$ cat config.mk
export PLATFORM = sky130hd
export DESIGN_NAME = pixel_fetch_ctrl_flat
export DESIGN_NICKNAME = d
export VERILOG_FILES = /design/src/rtl/pixel_fetch_if.sv /design/src/rtl/pixel_fetch_ctrl.sv /design/src/flat_wrapper.sv
export SDC_FILE = /design/constraint.sdc
export NUM_CORES = 1
export LEC_CHECK = 0
export CAP_MARGIN = 20
export CORE_MARGIN = 2
export CORE_UTILIZATION = 25
export CTS_CLUSTER_DIAMETER = 120
export DETAILED_ROUTE_END_ITERATION = 8
export RECOVER_POWER = 100
export SYNTH_ARGS = -nofsm -noshare
export SYNTH_HDL_FRONTEND = slang
export SYNTH_SLANG_ARGS = --single-unit
$ cat constraint.sdc
create_clock -name clk -period 5.6 [get_ports clk]
set_input_delay 1.12 -clock clk [delete_from_list [all_inputs] [get_ports clk]]
set_output_delay 1.12 -clock clk [all_outputs]
set_load 0.05 [all_outputs]
$ cat src/rtl/pixel_fetch_if.sv
// Bus bundle for pixel_fetch_ctrl: ROM read port, pixel stream and debug read port.
// Stream handshake: a beat transfers on a rising edge where m_valid && m_ready;
// once m_valid is high, m_data and the flags hold until that transfer.
interface pixel_fetch_if #(
  parameter int ADDR_W = 4,
  parameter int DATA_W = 8
);
  logic [ADDR_W-1:0] mem_a;
  logic [DATA_W-1:0] mem_spo;
  logic              m_valid;
  logic              m_ready;
  logic [DATA_W-1:0] m_data;
  logic              m_sof;
  logic              m_eol;
  logic              m_eof;
  logic              dbg_req;
  logic [ADDR_W-1:0] dbg_addr;
  logic              dbg_ack;
  logic [DATA_W-1:0] dbg_data;

  modport master (
    output mem_a, m_valid, m_data, m_sof, m_eol, m_eof, dbg_ack, dbg_data,
    input  mem_spo, m_ready, dbg_req, dbg_addr
  );

  modport slave (
    input  mem_a, m_valid, m_data, m_sof, m_eol, m_eof, dbg_ack, dbg_data,
    output mem_spo, m_ready, dbg_req, dbg_addr
  );
endinterface

$ cat src/rtl/pixel_fetch_ctrl.sv
// Raster-order image ROM fetcher with a shared random-access debug read port.
// The ROM has one combinational read port; each cycle at most one of the
// stream engine or the debug port owns it, round-robin under contention.
module pixel_fetch_ctrl #(
  parameter int ADDR_W = 4,
  parameter int DATA_W = 8,
  parameter int IMG_W  = 4,
  parameter int IMG_H  = 4
) (
  input  logic         clk,
  input  logic         rst_n,
  input  logic         start,
  output logic         busy,
  output logic         done,
  output logic [1:0]   state_dbg,
  pixel_fetch_if.master bus
);

  localparam int NPIX  = IMG_W * IMG_H;
  localparam int COL_W = (IMG_W > 1) ? $clog2(IMG_W) : 1;
  localparam int ROW_W = (IMG_H > 1) ? $clog2(IMG_H) : 1;

  typedef enum logic [1:0] {
    IDLE  = 2'd0,
    RUN   = 2'd1,
    DRAIN = 2'd2,
    DONE  = 2'd3
  } state_t;

  state_t            state;
  logic [ADDR_W-1:0] index;
  logic [COL_W-1:0]  col;
  logic [ROW_W-1:0]  row;
  logic              last_dbg;   // 1: debug won the last grant
  logic              sreq;
  logic              dreq;
  logic              grant_s;
  logic              grant_d;
  logic              last_idx;
  logic              last_col;
  logic              hs;

  assign state_dbg = state;
  assign last_idx  = (index == ADDR_W'(NPIX - 1));
  assign last_col  = (col == COL_W'(IMG_W - 1));
  assign hs        = bus.m_valid && bus.m_ready;

  // Requests and one-hot grant; contention goes to whoever did not win last.
  always_comb begin
    sreq    = (state == RUN) && (!bus.m_valid || bus.m_ready);
    dreq    = bus.dbg_req && !bus.dbg_ack;
    grant_s = sreq && (!dreq || last_dbg);
    grant_d = dreq && (!sreq || !last_dbg);
  end

  // ROM address follows the granted requester, stream index otherwise.
  assign bus.mem_a = grant_d ? bus.dbg_addr : index;

  // Frame FSM, stream output register, debug read register and arbiter memory.
  always_ff @(posedge clk or negedge rst_n) begin
    if (!rst_n) begin
      state        <= IDLE;
      busy         <= 1'b0;
      done         <= 1'b0;
      index        <= '0;
      col          <= '0;
      row          <= '0;
      last_dbg     <= 1'b1;
      bus.m_valid  <= 1'b0;
      bus.m_data   <= '0;
      bus.m_sof    <= 1'b0;
      bus.m_eol    <= 1'b0;
      bus.m_eof    <= 1'b0;
      bus.dbg_ack  <= 1'b0;
      bus.dbg_data <= '0;
    end else begin
      if (grant_d) begin
        bus.dbg_data <= bus.mem_spo;
        bus.dbg_ack  <= 1'b1;
      end else begin
        bus.dbg_ack  <= 1'b0;
      end

      if (grant_s) begin
        last_dbg <= 1'b0;
      end else if (grant_d) begin
        last_dbg <= 1'b1;
      end

      case (state)
        IDLE: begin
          if (start) begin
            state <= RUN;
            busy  <= 1'b1;
            index <= '0;
            col   <= '0;
            row   <= '0;
          end
        end
        RUN: begin
          if (grant_s) begin
            bus.m_data  <= bus.mem_spo;
            bus.m_valid <= 1'b1;
            bus.m_sof   <= (index == '0);
            bus.m_eol   <= last_col;
            bus.m_eof   <= last_idx;
            index       <= index + ADDR_W'(1);
            if (last_col) begin
              col <= '0;
              row <= row + ROW_W'(1);
            end else begin
              col <= col + COL_W'(1);
            end
            if (last_idx) begin
              state <= DRAIN;
            end
          end else if (hs) begin
            bus.m_valid <= 1'b0;
            bus.m_sof   <= 1'b0;
            bus.m_eol   <= 1'b0;
            bus.m_eof   <= 1'b0;
          end
        end
        DRAIN: begin
          if (hs) begin
            bus.m_valid <= 1'b0;
            bus.m_sof   <= 1'b0;
            bus.m_eol   <= 1'b0;
            bus.m_eof   <= 1'b0;
            state       <= DONE;
            done        <= 1'b1;
          end
        end
        DONE: begin
          state <= IDLE;
          done  <= 1'b0;
          busy  <= 1'b0;
        end
        default: begin
          state <= IDLE;
        end
      endcase
    end
  end

endmodule

$ cat src/flat_wrapper.sv
// flat-port wrapper written by rule: the top's interface ports become plain ports
module pixel_fetch_ctrl_flat 
#(
  parameter int ADDR_W = 4,
  parameter int DATA_W = 8,
  parameter int IMG_W  = 4,
  parameter int IMG_H  = 4
)
  (clk, rst_n, start, busy, done, state_dbg, bus_mem_a, bus_m_valid, bus_m_data, bus_m_sof, bus_m_eol, bus_m_eof, bus_dbg_ack, bus_dbg_data, bus_mem_spo, bus_m_ready, bus_dbg_req, bus_dbg_addr);
  pixel_fetch_if #(.ADDR_W(ADDR_W), .DATA_W(DATA_W)) bus_i ();
  input  logic clk;
  input  logic rst_n;
  input  logic start;
  output logic busy;
  output logic done;
  output logic [1:0] state_dbg;
  output wire logic [$bits(bus_i.mem_a)-1:0] bus_mem_a;
  output wire logic [$bits(bus_i.m_valid)-1:0] bus_m_valid;
  output wire logic [$bits(bus_i.m_data)-1:0] bus_m_data;
  output wire logic [$bits(bus_i.m_sof)-1:0] bus_m_sof;
  output wire logic [$bits(bus_i.m_eol)-1:0] bus_m_eol;
  output wire logic [$bits(bus_i.m_eof)-1:0] bus_m_eof;
  output wire logic [$bits(bus_i.dbg_ack)-1:0] bus_dbg_ack;
  output wire logic [$bits(bus_i.dbg_data)-1:0] bus_dbg_data;
  input wire logic [$bits(bus_i.mem_spo)-1:0] bus_mem_spo;
  input wire logic [$bits(bus_i.m_ready)-1:0] bus_m_ready;
  input wire logic [$bits(bus_i.dbg_req)-1:0] bus_dbg_req;
  input wire logic [$bits(bus_i.dbg_addr)-1:0] bus_dbg_addr;
  assign bus_mem_a = bus_i.mem_a;
  assign bus_m_valid = bus_i.m_valid;
  assign bus_m_data = bus_i.m_data;
  assign bus_m_sof = bus_i.m_sof;
  assign bus_m_eol = bus_i.m_eol;
  assign bus_m_eof = bus_i.m_eof;
  assign bus_dbg_ack = bus_i.dbg_ack;
  assign bus_dbg_data = bus_i.dbg_data;
  assign bus_i.mem_spo = bus_mem_spo;
  assign bus_i.m_ready = bus_m_ready;
  assign bus_i.dbg_req = bus_dbg_req;
  assign bus_i.dbg_addr = bus_dbg_addr;
  pixel_fetch_ctrl #(.ADDR_W(ADDR_W), .DATA_W(DATA_W), .IMG_W(IMG_W), .IMG_H(IMG_H)) u_core (.clk(clk), .rst_n(rst_n), .start(start), .busy(busy), .done(done), .state_dbg(state_dbg), .bus(bus_i));
endmodule
== Word level (Yosys, flattened, before mapping) ==
Index checks and enable logic that the tools add are counted.
Word-level totals
  flip-flop bits (word level): 32
  input bits: 17
  word-level logic and storage cells: 81
Operators by class
  $add $sub $neg: 2
  equality and inequality tests: 9
  multiplexer cells: 32
  reductions and logical operators: 25
Operators by type and width (count)
  $mux W2: 7
  $mux W1: 13
  $mux W4: 3
  $pmux W1 S2: 6
  $reduce_bool A2 Y1: 5
  $pmux W2 S4: 1
  $pmux W4 S2: 1
  $eq A2 B2 Y1 const B: 3
  $ne A2 B1 Y1 const B: 3
  $reduce_and A2 Y1: 3
  $logic_and A1 B1 Y1: 5
  $logic_not A1 Y1: 5
  $add A4 B1 Y4 const B: 1
  $eq A4 B4 Y1 const B: 1
  $logic_not A4 Y1: 1
  $pmux W2 S2: 1
  $reduce_and A4 Y1: 1
  $logic_or A1 B1 Y1: 3
  $reduce_and A3 Y1: 1
  $add A2 B1 Y2 const B: 1
  $eq A2 B1 Y1 const B: 1
  $logic_not A2 Y1: 1
  $ne A2 B2 Y1 const B: 1

== Longest topological paths before layout ==
Gate-level depths: netlist of the first run.
  word-level depth: 8
  mapped depth: 7
  depth with buffers taken out: 6

== Least setup slack after synthesis of the first run ==
No wires, ideal clock.
  path kind: in2out
  start point: input bus_m_ready
  end point: output bus_mem_a[0]
  data arrival time: 2.700 ns
  required time: 4.480 ns
  setup slack: 1.780 ns
  cell stages on the path: 4
  cells stage by stage: nand2b_1 a311oi_4 buf_6 o21ai_0
On the way
  cells in the longest elaborated chain, start to end: 6
Ends and longest elaborated chain
  from (decl): line flat_wrapper.sv:26  | input wire logic [$bits(bus_i.m_ready)-1:0] bus_m_ready;
  $logic_or A1 B1 Y1: line pixel_fetch_ctrl.sv:50  | sreq = (state == RUN) && (!bus.m_valid || bus.m_ready);
  $logic_and A1 B1 Y1: line pixel_fetch_ctrl.sv:50
  $logic_not A1 Y1: line pixel_fetch_ctrl.sv:53  | grant_d = dreq && (!sreq || !last_dbg);
  $logic_or A1 B1 Y1: line pixel_fetch_ctrl.sv:53
  $logic_and A1 B1 Y1: line pixel_fetch_ctrl.sv:53
  net u_core.grant_d: line pixel_fetch_ctrl.sv:38  | logic grant_d;
  $mux W4: line pixel_fetch_ctrl.sv:57  | assign bus.mem_a = grant_d ? bus.dbg_addr : index;
  to (decl): line flat_wrapper.sv:17  | output wire logic [$bits(bus_i.mem_a)-1:0] bus_mem_a;
The timed path passes the listed nets, and every way through them passes these cells.

== Worst setup path after layout of the first run ==
  start point: input bus_m_ready
  end point: output bus_mem_a[2]
On the way
  cells in the longest elaborated chain, start to end: 6
Ends and longest elaborated chain (line)
  $logic_or A1 B1 Y1: pixel_fetch_ctrl.sv:50
  $logic_and A1 B1 Y1: pixel_fetch_ctrl.sv:50
  $logic_not A1 Y1: pixel_fetch_ctrl.sv:53
  $logic_or A1 B1 Y1: pixel_fetch_ctrl.sv:53
  $logic_and A1 B1 Y1: pixel_fetch_ctrl.sv:53
  $mux W4: pixel_fetch_ctrl.sv:57
No other way between the ends.

==> impl_metrics.csv, run 1 <==
group,metric,value,unit
synth,synth_top_cells_by_area,"dfrtp_1 47%, nand2_1 8.9%, mux2_2 7.5%, ha_1 5.3%, nand2b_1 1.9%",
worst_setup_path,worst_path_most_repeated_cell,"dlygate4sd3_1",
routing,drt-met1-wl,1790,um
grt,antenna_found_initial,0,
clocking,post_cts_buffers,0,
place,hpwlAfterDp,2820,um
routing,drc_errors,0,
worst_setup_path,worst-path-buf-inv,2,
sta,max_freq,0.207,GHz
outcome,violations,"capacitance limit, slew limit",
final_layout,layout-drive-gt1-share,0.112,
routing,first_pass_iters,4,
routing,dr_wl_met3,232,um
grt,grt_pass1_wl,6320,um
power_and_ir_drop,vdd_drop_max,0.250,mV
clocking,clkSinkCount,32,
final_layout,stdcell_count,283,
synth,ys_ff_latch,32,
floorplan,rows,29,
sta,finalClockSkew,0.00711,ns
sta,holdWs,0.473,ns
sta,finalSetupViolCount,0,
worst_setup_path,setup.worst_path.end_class,"primary output",
synth,postSynthCellCount,158,
synth,synth_cell_types,42,
final_layout,n_antenna_cell,0,
sta,fin_crit_sh,0.863,
routing,highest_layer,"met4",
floorplan,die_x,85.3,um
worst_setup_path,path_class,"in -> out",
worst_setup_path,crit_family,"buffers and inverters",
sta,slew_violations,47,
grt,grt_pass1_vias,1326,
clocking,path_clk_slew,0.06,ns
outcome,outcome,"complete, but fails checks",
clocking,numCtsBuffers,5,
place,dp_cells,275,
floorplan,start_util,0.259,
worst_setup_path,critPathLaunchType,"input port",
clocking,clockRootBuffer,"clkbuf_8",
worst_setup_path,cp.required,4.48,ns
routing,vias_per_cell,4.69,
routing,route.met2.wl,1700,um
clocking,cts_tree,"yes",
sta,grt_setup_unrepaired,"no",
routing,drt_iter0_drc,51,
flow_run,maxCapViolations,2,
sta,tightest_slew,1.73,ns
clocking,ctsHoldBuffers,0,
sta,hold_violations,0,
final_layout,syn2layout_area_growth,38.1,%
grt,grt_start_max_net_pins,33,
clocking,clkLatencyLatePin,0.28,ns
sta,relSlewSlack,-0.154,
final_layout,final_core_util,0.358,
worst_setup_path,cp_max_fo,10,
clocking,htree_levels,2,
worst_setup_path,rrSetupSlack,2.41,ns
worst_setup_path,worstPathArrival,3.71,ns
sta,final.setup.tns,0,ns
synth,yosysSeqAreaShare,0.485,
place,portBuffers,45,
floorplan,dieArea,7280,sq um
synth,yosysTopAreaCell,"dfrtp_1",
clocking,cts_resized,0,
routing,routedWlPerCell,13.4,um
synth,ys_warn_count,0,
worst_hold_path,hold_class,"reg -> reg",
place,gp_congestion,0.750,
floorplan,die_h,85.3,um
floorplan,ios,46,
place,dpl_cell_area,2180,sq um
synth,syn_nets,182,
grt,track_usage,0.111,
grt,overflow,0,
synth,yosysTopAreaCellShare,0.469,
clocking,clockBufferDepth,2,
final_layout,fin_area,2280,sq um
routing,antenna_left,0,
routing,vias,1326,
final_layout,nets,229,
worst_setup_path,slowest_stage,"dlygate4sd3_1",
floorplan,core-area,6390,sq um
power_and_ir_drop,power.leakage,0.00103,uW
worst_setup_path,critical_path.max_stage_delay,0.76,ns
synth,synth_area,1650,sq um
synth,syn_avg_cell_area,10.5,sq um
sta,fin_crit,4.83,ns
routing,wl,3800,um
power_and_ir_drop,powerDensity,678,nW/um^2
worst_setup_path,cp_cell_sequence,"dlygate4sd3_1 -> nand2b_1 -> a311oi_4 -> mux2_2 -> dlygate4sd3_1",
-- where the power goes --
group	internal (uW)	switching (uW)	leakage, uW	total, uW
logic	303	583	0.000574	886
clock network	157	83.6	0.0000645	241
registers	340	83.3	0.000395	423
-- logic make-up (layout without fill, tap and decap cells) --
logic type / Yosys count / after routing / synth area share
AO/OA/AOI/OAI: 25 / 25 / 0.126
adder cells (fa/ha/maj): 7 / 7 / 0.0529
flip-flops: 32 / 32 / 0.485
multiplexers: 15 / 15 / 0.0998
buffers and inverters: 14 / 62 / 0.0378
AND/OR/NAND/NOR: 65 / 65 / 0.199
-- path summary, 6_finish.rpt --
| path | from | endpoint | cells after the start |
|---|---|---|---|
| min reg2reg | u_core.bus.m_data[1]$_DFFE_PN0P_ | u_core.bus.m_data[1]$_DFFE_PN0P_ | 2 |
| min | u_core.bus.m_data[1]$_DFFE_PN0P_ | u_core.bus.m_data[1]$_DFFE_PN0P_ | 2 |
| min in group asynchronous | rst_n | u_core.state_dbg[0]$_DFFE_PN0P_ | 2 |
| max in group asynchronous | rst_n | u_core.index[2]$_DFFE_PN0P_ | 2 |
| max | bus_m_ready | bus_mem_a[2] | 5 |
| max reg2reg | u_core.state_dbg[1]$_DFFE_PN0P_ | u_core.col[0]$_DFFE_PN0P_ | 5 |
-- through the flow --
stage	setup slack [ns]	total power (uW)
2_1_floorplan	1.78	1070
3_3_place_gp	0.912	1350
3_5_place_dp	0.882	1370
4_1_cts	0.877	1610
5_1_grt	0.642	1650
6_report	0.769	1550
-- per-layer routing --
layer / global-route usage / vias to the layer above
met5: 0 / -
met4: 0.0390 / 0
met3: 0.0409 / 7
met2: 0.169 / 40
met1: 0.144 / 631
li1: - / 648
-- cell type report --
class / instances / area (sq um)
well taps: 77 / 96.3
flip-flops and latches: 32 / 802
fillers: 647 / 4100
clock inverters: 1 / 30.0
repair buffers: 47 / 458
multi-input cells: 112 / 776
inverters: 7 / 26.3
clock buffers: 7 / 96.3
-- cells in the mapped netlist (all sizes together) --
master   instances
nand2           39
dfrtp           31
mux2            12
ha               7
inv              7
nand2b           5
o21ai            5
buf              4
nand3            4
nor2             4
a22o             3
clkbuf           3
mux2i            3
nor4             3
o211ai           3
a21o             2
nor2b            2
nor3b            2
nor4b            2
a21oi            1
a221o            1
a22oi            1
a311oi           1
a31oi            1
a32o             1
and3             1
dfstp            1
nand3b           1
nand4            1
o211a            1
o221a            1
o221ai           1
o22ai            1
o2bb2ai          1
o31a             1
or4              1
-- registers in the layout, summed over array words and instances, names as in the netlist --
register,flops
u_core.bus.m_data,8
u_core.col,2
u_core.busy,1
u_core.done,1
u_core.last_dbg,1
u_core.index,4
u_core.state_dbg,2
u_core.bus.m_eof,1
u_core.bus.m_eol,1
u_core.bus.dbg_ack,1
u_core.bus.dbg_data,8
u_core.bus.m_valid,1
u_core.bus.m_sof,1
-- cells in the final DEF (no fill, tap or decap), types with 4 or more instances in the layout --
| master | Yosys | final |
|---|---|---|
| mux2_2 | 11 | 11 |
| dlygate4sd3_1 | 0 | 32 |
| clkbuf_8 | 0 | 7 |
| o21ai_0 | 5 | 5 |
| clkdlybuf4s50_1 | 0 | 13 |
| nand2_1 | 39 | 39 |
| nand2b_1 | 5 | 5 |
| inv_1 | 7 | 7 |
| nor2_1 | 4 | 4 |
| dfrtp_1 | 31 | 31 |
| ha_1 | 7 | 7 |
| nand3_1 | 4 | 4 |
-- worst register-to-register path, delay by kind of cell (launching register included) --
family | cells | cell delay [ns]
compound gates | 1 | 0.29
mux | 1 | 0.39
flops | 1 | 0.42
simple gates | 1 | 1.41
fa+ha+maj | 1 | 0.47
buf+inv | 1 | 0.09
Power figures use the tool's default switching activity.
==> run 2, diff against run 1 <==
CAP_MARGIN = 10   (was 20)
==> results of run 2 <==
The final DEF is identical to that of run 1; final timing and power are the same.
